===== src/rtl/adders_pkg.sv =====
// Shared types and constants for the serial adder slice.
// Holds the controller state encoding and operation codes.
package adders_pkg;

  typedef enum logic [1:0] {
    IDLE,
    RUN,
    DONE
  } state_e;

  localparam logic OP_ADD = 1'b0;
  localparam logic OP_SUB = 1'b1;

endpackage


===== src/rtl/adder_1.sv =====
// Single-bit full adder slice.
// The only arithmetic on operand bits in the serial datapath.
module adder_1 (
  input  logic a_i,
  input  logic b_i,
  input  logic c_i,
  output logic s_o,
  output logic c_o
);

  assign s_o = a_i ^ b_i ^ c_i;
  assign c_o = (a_i & b_i) | (c_i & (a_i ^ b_i));

endmodule


===== src/rtl/adder_serial_ctrl.sv =====
// Bit-serial add/subtract unit, one bit per clock, LSB first.
// Valid/ready request side in IDLE, result side in DONE.
module adder_serial_ctrl
  import adders_pkg::*;
#(
  parameter int N = 32
) (
  input  logic         clk,
  input  logic         rst,
  input  logic         in_valid,
  output logic         in_ready,
  input  logic [N-1:0] a,
  input  logic [N-1:0] b,
  input  logic         sub,
  output logic         out_valid,
  input  logic         out_ready,
  output logic [N-1:0] sum,
  output logic         c_out,
  output logic         overflow
);

  localparam int CW = $clog2(N);
  localparam logic [CW-1:0] LAST = CW'(N - 1);

  state_e        state_q;
  logic [N-1:0]  a_q;
  logic [N-1:0]  b_q;
  logic [N-1:0]  res_q;
  logic [CW-1:0] cnt_q;
  logic          carry_q;
  logic          c_out_q;
  logic          ovf_q;

  logic          s_d;
  logic          co_d;

  adder_1 u_slice (
    .a_i (a_q[0]),
    .b_i (b_q[0]),
    .c_i (carry_q),
    .s_o (s_d),
    .c_o (co_d)
  );

  always_ff @(posedge clk) begin
    if (rst) begin
      state_q <= IDLE;
      a_q     <= '0;
      b_q     <= '0;
      res_q   <= '0;
      cnt_q   <= '0;
      carry_q <= 1'b0;
      c_out_q <= 1'b0;
      ovf_q   <= 1'b0;
    end else begin
      unique case (state_q)
        IDLE: begin
          if (in_valid) begin
            a_q     <= a;
            b_q     <= (sub == OP_SUB) ? ~b : b;
            carry_q <= (sub == OP_SUB);
            cnt_q   <= '0;
            state_q <= RUN;
          end
        end
        RUN: begin
          a_q     <= a_q >> 1;
          b_q     <= b_q >> 1;
          res_q   <= {s_d, res_q[N-1:1]};
          carry_q <= co_d;
          cnt_q   <= cnt_q + 1'b1;
          // carry_q is the carry into the MSB on the last slice
          if (cnt_q == LAST) begin
            c_out_q <= co_d;
            ovf_q   <= co_d ^ carry_q;
            cnt_q   <= '0;
            state_q <= DONE;
          end
        end
        DONE: begin
          if (out_ready) begin
            state_q <= IDLE;
          end
        end
        default: state_q <= IDLE;
      endcase
    end
  end

  assign in_ready  = (state_q == IDLE);
  assign out_valid = (state_q == DONE);
  assign sum       = res_q;
  assign c_out     = c_out_q;
  assign overflow  = ovf_q;

endmodule


===== config.mk =====
export PLATFORM = sky130hd
export DESIGN_NAME = adder_serial_ctrl
export DESIGN_NICKNAME = d
export VERILOG_FILES = /design/src/rtl/adders_pkg.sv /design/src/rtl/adder_1.sv /design/src/rtl/adder_serial_ctrl.sv
export SDC_FILE = /design/constraint.sdc
export NUM_CORES = 1
export LEC_CHECK = 0
export ABC_CLOCK_PERIOD_IN_PS = 2200
export CORE_MARGIN = 1.5
export CORE_UTILIZATION = 27
export CTS_CLUSTER_DIAMETER = 100
export DETAILED_ROUTE_END_ITERATION = 16
export PLACE_DENSITY_LB_ADDON = 0.08
export SLEW_MARGIN = 20
export SYNTH_ARGS = -nofsm -noshare
export SYNTH_HDL_FRONTEND = slang
export SYNTH_HIERARCHICAL = 1
export SYNTH_SLANG_ARGS = --single-unit

===== constraint.sdc =====
create_clock -name clk -period 2.2 [get_ports clk]
set_clock_uncertainty 0.2 [all_clocks]
set_input_delay 0.44 -clock clk [delete_from_list [all_inputs] [get_ports clk]]
set_output_delay 0.44 -clock clk [all_outputs]
set_load 0.02 [all_outputs]

==> results of run 1 <==
[power by group]
part	internal (mW)	switching [mW]	total, mW
clock	0.789	0.788	1.58
combinational	0.341	0.359	0.699
sequential	2.03	0.0696	2.10
[registers in the layout, indices dropped and copies added, names as in the netlist]
name	cells
a_q	32
cnt_q	5
b_q	32
sum	32
carry_q	1
c_out	1
overflow	1
state_q	2
[final timing paths]
| kind | cells after the start | from | slack, ns | to |
|---|---|---|---|---|
| max reg2reg | 6 | cnt_q[0] | 0.24 | cnt_q[3] |
| min reg2reg | 2 | sum[0] | 0.26 | sum[0] |
| max | 1 | sum[7] | 0.21 | sum[7] |
| min | 2 | sum[0] | 0.26 | sum[0] |
[metal layers]
metal	part of all wire, %	vias to the layer above
li1	-	2009
met1	45	1901
met2	49	102
met3	5.3	8
met4	0.94	0
met5	0	-
[through the flow]
| step | setup WS, ns | power (mW) | utilization [%] |
|---|---|---|---|
| floorplan | 0.3698 | 2.597 | - |
| global placement | 0.1130 | 2.849 | 34.93 |
| detailed placement | 0.06123 | 2.857 | 34.93 |
| CTS | 0.01138 | 4.467 | 36.56 |
| global route | 0.1205 | 4.619 | 36.57 |
| finish | 0.2073 | 4.379 | 36.57 |
[placed cells by master (no fill, tap or decap), types with 2 or more instances in the layout]
| cell | count |
|---|---|
| dfxtp_1 | 105 |
| clkdlybuf4s50_1 | 100 |
| nand2_1 | 66 |
| o2bb2ai_1 | 60 |
| nor2_1 | 58 |
| a21oi_1 | 36 |
| xor2_1 | 33 |
| a22oi_1 | 33 |
| a211oi_2 | 29 |
| buf_4 | 12 |
| nor2_2 | 10 |
| clkbuf_16 | 9 |
| buf_12 | 8 |
| nand2b_1 | 4 |
| inv_6 | 4 |
| o22ai_1 | 3 |
| a211oi_1 | 3 |
| inv_1 | 2 |
| nor2b_2 | 2 |
| nand3_1 | 2 |
| mux2i_1 | 2 |
| a32oi_1 | 2 |
| ha_1 | 2 |
| clkinv_4 | 2 |
[area by class of cell]
cell class,count,area share [%]
inverter,2,0.1175
clock inverter,7,0.9397
sequential,106,33.22
clock buffer,9,3.524
tap,225,4.405
timing repair buffer,123,19.99
multi-input combinational,358,37.80
[logic make-up after synthesis]
group,Yosys count
buffers and inverters,55
flip-flops,106
AO/OA/AOI/OAI,171
multiplexers,2
XOR/XNOR,33
AND/OR/NAND/NOR,149
adder cells (fa/ha/maj),3
[what timing repair did]
action | CTS | global route
endpoints found under the setup margin | 1 | 1
gates resized for setup | 1 | 1
pin swaps | 0 | 0
hold buffers | 0 | 0
==> results.cfg, run 1 <==
[logic_synthesis]
syn-num-nets = 591
syn_area_per_cell_sq_um = 9.373
synth_top_area_share_pct = 43.62
synthMuxAreaShare_pct = 0.4115
synth_top_family_by_area = compound AO/OA/AOI/OAI gates
synth-xor-area-share_pct = 5.941
netlist_top_cells_count = 106 x dfxtp_1, 66 x nand2_1, 60 x o2bb2ai_1
yosysUniqueCellTypes = 35
synth_area_sq_um = 4865
synth_seq_cells = 106
synth.most_common_cell = dfxtp_1
async_flop_share_pct = 0
yosys.area.top_type = dfxtp_1
synth_area_leaders = dfxtp_1 44%, o2bb2ai_1 11%, a211oi_2 7.5%
synth_seq_area_share_pct = 43.62
ys_warn_count = 6
synth_cells = 519
synth_top_flop_cell = dfxtp_1
synthAdderAreaFrac_pct = 0.9259
synth_edf_count = 0
synth_simple_gate_area_share_pct = 12.96
synth-compound-area-share_pct = 29.32

[die]
dieArea_sq_um = 18830
die_h_um = 137.2
rows = 48
start_util_pct = 27.84
boundaryPins = 105
core_area_sq_um = 17480
die_w_um = 137.2

[drt]
first_pass_iters = 4
via_per_inst = 4.843
routedWlPerCell_um = 14.65
postRouteAntennaNets = 0
drc = 0
routed_wl_um = 12160
drt-initial-drc-count = 136
num_vias = 4020

[clock_tree]
numClockSinks = 106
clockBufferDepth = 2
worstSkewPairLatency_ns = 0.35
numCtsBuffers = 9
htree_levels = 3
cts_root_buf = clkbuf_16
post_cts_buffers = 0
clkTransAtPathRegs_ns = 0.07
cts_tree = done

[setup_path]
critPathRequiredTime_ns = 1.56
max_stage_delay_ns = 0.64
crit_family = buffers and inverters
crit_path_cell_trace = clkdlybuf4s50_1
crit_arrival_ns = 1.35
crit_fanout = 3
crit_buf_inv = 1
endpoint_kind = output port
start_kind = flip-flop
cpMaxStageDelayCell = clkdlybuf4s50_1
path_class = flip-flop to output port

[power_and_ir_drop]
p_leak_nw = 2.233
ir_worst_vdd_v = 0.0003687
powerDensity_nw_per_um2 = 685.2

[grt]
grt_usage_pct = 13.38
grt_use_met3_pct = 4.010
grt_remaining_overflow = 0
grt_use_met1_pct = 16.04
use_met2_pct = 23.45
grt_pass1_vias = 3981
grt_pass1_wl_um = 19690
grt.busiest_layer = met2
grt_max_degree = 66
antenna_found_initial = 0

[place]
dpl.cell_count = 814
place.port_buffers = 104
place.gp.congestion = 0.7034
post-dp-hpwl_um = 7927
dpl_cell_area_sq_um = 6105

[final_layout]
antenna_cells = 0
layout.area.seq_sq_um = 2123
finalNonFillerCells = 830
multi_input_area_sq_um = 2416
area_delta_synth_final_pct = 31.38
layout.nets = 672
drive_above_1_share_pct = 13.88
fillers = 1795
fin_area_sq_um = 6391

[sta]
fmax_mhz = 501.8
drv_slew = 0
worst_slew_pin_slew_ns = 0.6324
fin_crit_sh_pct = 90.58
worst_hold_slack_ns = 0.2554
relSlewSlack_pct = 57.84
min_period_ns = 1.993
rsz0062_at_grt = no
setup_violations = 0
hold_viol = 0
fin_setup_tns_ns = 0

[min_path]
hp-class = flip-flop to flip-flop

[outcome]
status = completed

[flow_run]
drv_cap = 0
Power figures use the tool's default switching activity.
==> run 2, diff against run 1 <==
ABC_CLOCK_PERIOD_IN_PS = 1800   (was 2200)
clock period = 1.8 ns   (was 2.2 ns; I/O delays follow)
==> results.cfg, run 2 (same netlist as run 1, synthesis figures left out) <==
[outcome]
status = completed

[die]
core_area_sq_um = 17480
boundaryPins = 105
die_w_um = 137.2
rows = 48
dieArea_sq_um = 18830
start_util_pct = 27.84
die_h_um = 137.2

[final_layout]
multi_input_area_sq_um = 2462
drive_above_1_share_pct = 16.88
final_cell_mix = 103 x dfxtp_1, 66 x nand2_1, 66 x clkdlybuf4s50_1, 60 x o2bb2ai_1, 58 x nor2_1
fin_area_sq_um = 6502
antenna_cells = 0
area_delta_synth_final_pct = 33.67
layout.nets = 683
layout.area.seq_sq_um = 2126
final_common_cell = dfxtp_1
fillers = 1784

[power_and_ir_drop]
p_leak_nw = 2.442
total_power_mw = 5.491
ir_worst_vdd_v = 0.0005062
powerDensity_nw_per_um2 = 844.5

[drt]
postRouteAntennaNets = 0
routedWlPerCell_um = 14.68
num_vias = 4004
first_pass_iters = 6
via_per_inst = 4.761
drc = 0
drt-initial-drc-count = 138
routed_wl_um = 12350

[grt]
grt_pass1_wl_um = 19980
grt_max_degree = 45
grt_usage_pct = 13.45
antenna_found_initial = 0
grt_remaining_overflow = 0
grt_pass1_vias = 3831

[sta]
worst_slack_ns = 0.02499
worst_hold_slack_ns = 0.2549
hold_viol = 0
relSlewSlack_pct = 55.07
drv_slew = 0
setup_violations = 0
fin_setup_tns_ns = 0
worst_slew_pin_slew_ns = 0.6740
rsz0062_at_grt = yes
fmax_mhz = 563.4
min_period_ns = 1.775
fin_crit_sh_pct = 98.61

[place]
dpl_cell_area_sq_um = 6183
post-dp-hpwl_um = 8116
place.port_buffers = 104
post-place-ws_ns = -0.1738
place.gp.congestion = 0.7001

[clock_tree]
numClockSinks = 106
worstSkewPairLatency_ns = 0.35
clkTransAtPathRegs_ns = 0.07
numCtsBuffers = 9
hold_buffers = 0
htree_levels = 3
cts_tree = done
cts_root_buf = clkbuf_16
clockBufferDepth = 2

[setup_path]
endpoint_kind = output port
start_kind = flip-flop
crit_arrival_ns = 1.22
crit_fanout = 5
critPathRequiredTime_ns = 1.24
path_class = flip-flop to output port

[flow_run]
drv_cap = 0

[min_path]
hp-class = flip-flop to flip-flop
[run 2: cell count changes in the layout (fill, tap and decap cells not counted), sizes merged]
cell | previous run | this run
clkdlybuf4s50 | 100 | 66
dlygate4sd2 | 1 | 34
buf | 21 | 32
clkdlybuf4s15 | 0 | 2
inv | 6 | 4
bufinv | 0 | 1
clkinv | 2 | 3
dlymetal6s2s | 1 | 0
[run 2: cell type report]
| cell class | instances | share of cell area (%) |
|---|---|---|
| well taps | 225 | 4.329 |
| repair buffers | 134 | 20.34 |
| clock buffers | 9 | 3.464 |
| multi-input cells | 358 | 37.87 |
| clock inverters | 7 | 1.193 |
| inverters | 2 | 0.1155 |
| flip-flops and latches | 106 | 32.69 |
[run 2: worst paths after layout]
| check | to | slack (ns) | cells past startpoint | from |
|---|---|---|---|---|
| worst min-delay path | overflow | 0.25 | 2 | overflow |
| worst min register to register | overflow | 0.25 | 2 | overflow |
| worst max-delay path | in_ready | 0.02 | 2 | state_q[0] |
| worst max register to register | cnt_q[2] | 0.06 | 6 | cnt_q[0] |
[run 2: critical path: stages, from the launching register on]
cell	delay (ns)
dfxtp_2	0.34
nor2_1	0.20
clkdlybuf4s15_2	0.32
[run 2: per-stage QoR]
step,util (%),std cells
after detailed placement,35.38,824
after CTS,36.96,841
final,37.21,841
after global routing,37.21,841
after floorplan,-,519
after global placement,35.38,824
[run 2: where the power goes]
part	switching (mW)	internal, mW	leakage, nW
sequential	0.0806	2.48	0.869
clock	0.942	1.09	0.146
combinational	0.451	0.440	1.43
[run 2: routing by layer]
| metal | global-route usage (%) | vias to the layer above | part of all wire (%) |
|---|---|---|---|
| li1 | - | 2026 | - |
| met1 | 17.02 | 1892 | 47 |
| met2 | 22.28 | 81 | 48 |
| met3 | 4.305 | 5 | 4.5 |
| met4 | 3.158 | 0 | 0.83 |
| met5 | 0 | - | 0 |
[run 2: what timing repair did]
action	4_1_cts	5_1_grt
pin swaps	4	4
hold endpoints to repair	0	0
resized for setup	42	9
setup buffers	1	0
setup endpoints to repair	37	15
==> run 3, diff against run 2 <==
SETUP_SLACK_MARGIN = 0.5   (was unset)
SLEW_MARGIN = 30   (was 20)
==> results.cfg, run 3 (same netlist as run 1, synthesis figures left out) <==
[setup_path]
r2r_slack_ns = 0.07
rr_startpoint = cnt_q[0]
endpoint_kind = flip-flop
crit_top_cell = ha_4
crit_fanout = 4
crit_path_cell_trace = ha_4, and3_4, ha_4, nor3b_4, a41oi_2, a311oi_2
cpMaxStageDelayCell = dfxtp_4
critPathRequiredTime_ns = 1.87
crit_arrival_ns = 1.81
path_class = flip-flop to flip-flop
start_kind = flip-flop
r2r_end = cnt_q[3]
max_stage_delay_ns = 0.36
reg2regPathDepth = 6

[final_layout]
final_cell_mix = 68 x dfxtp_1, 65 x clkdlybuf4s50_1, 62 x buf_6, 61 x buf_4, 45 x nand2_1
layout.nets = 788
fillers = 1521
fin_area_sq_um = 9528
area_delta_synth_final_pct = 95.86
finalNonFillerCells = 946
drive_above_1_share_pct = 61.58
antenna_cells = 0
final_util_pct = 54.52
final_common_cell = dfxtp_1

[die]
core_area_sq_um = 17480
dieArea_sq_um = 18830
rows = 48
boundaryPins = 105
start_util_pct = 27.84
die_h_um = 137.2
die_w_um = 137.2

[sta]
worst_hold_slack_ns = 0.1927
rsz0062_at_grt = yes
min_period_ns = 1.735
worst_slew_pin_slew_ns = 0.6863
hold_viol = 0
drv_slew = 0
fmax_mhz = 576.4
fin_crit_sh_pct = 96.38
relSlewSlack_pct = 54.25
worst_slack_ns = 0.06509
fin_setup_tns_ns = 0
setup_violations = 0

[clock_tree]
cts_tree = done
numClockSinks = 106
clkTransAtPathRegs_ns = 0.08
htree_levels = 3
numCtsBuffers = 9
hold_buffers = 0
clockBufferDepth = 2
worstSkewPairLatency_ns = 0.36
cts_root_buf = clkbuf_16

[power_and_ir_drop]
powerDensity_nw_per_um2 = 681.6
p_leak_nw = 3.553
total_power_mw = 6.494
ir_worst_vdd_v = 0.0005140

[grt]
grt_pass1_vias = 4824
grt_pass1_wl_um = 25590
antenna_found_initial = 0
grt_usage_pct = 17.61
grt_remaining_overflow = 0
grt_max_degree = 43

[min_path]
hold_end = a_q[11]
hold_start = rst
min_path_cells = 2
hp-class = primary input to flip-flop

[drt]
postRouteAntennaNets = 0
drt-initial-drc-count = 119
num_vias = 4651
first_pass_iters = 4
routedWlPerCell_um = 17.63
via_per_inst = 4.916
drc = 0
routed_wl_um = 16680

[place]
place.port_buffers = 104
dpl.cell_count = 823
post-dp-hpwl_um = 8138
dpl_cell_area_sq_um = 6442
post-place-ws_ns = -0.1548
place.gp.congestion = 0.7275

[flow_run]
drv_cap = 0

[outcome]
status = completed
run 3: report_power, final:
group | leakage (nW) | internal [mW] | switching (mW)
clock | 0.148 | 0.999 | 1.05
sequential | 0.888 | 2.48 | 0.172
combinational | 2.52 | 1.00 | 0.793
total | 3.55 | 4.48 | 2.01
run 3: worst max path at each step:
| stage | from | end | slack [ns] | cells after the start |
|---|---|---|---|---|
| after detailed placement | in_valid | a_q[8] | -0.15 | 5 |
| final | cnt_q[0] | cnt_q[3] | 0.07 | 6 |
| after global routing | cnt_q[0] | cnt_q[2] | -0.0009 | 7 |
| after CTS | cnt_q[1] | cnt_q[3] | 0.1 | 6 |
| after global placement | in_valid | a_q[5] | -0.13 | 5 |
| after floorplan | cnt_q[0] | cnt_q[3] | 0.13 | 6 |
run 3: what timing repair did:
action | CTS | global route
setup endpoints to repair | 142 | 142
setup buffers | 66 | 17
resized for setup | 444 | 89
pin swaps | 75 | 51
cloned | 22 | 2
run 3: cell type report:
cell class | instances | area [sq um] | share of cell area [%]
Clock inverter | 7 | 82.58 | 0.8667
Tap cell | 225 | 281.5 | 2.955
Inverter | 2 | 11.26 | 0.1182
Sequential cell | 106 | 2180 | 22.88
Clock buffer | 9 | 225.2 | 2.364
Timing Repair Buffer | 236 | 2851 | 29.93
Multi-Input combinational cell | 361 | 3896 | 40.89
run 3: layer usage:
metal,vias to the layer above,global-route usage [%],wire length [um]
met4,0,4.737,194
met5,-,0,0
met1,2277,21.86,7127
met2,93,31.30,8722
met3,14,3.127,634
li1,2267,-,-
run 3: worst max-delay path: cells and delay by family, from the launching register on:
kind                       cells  cell delay (ns)
adders and majority gates      2             0.32
and+or+nand+nor                2             0.42
AOI/OAI and AO/OA              2             0.35
DFF                            1             0.36
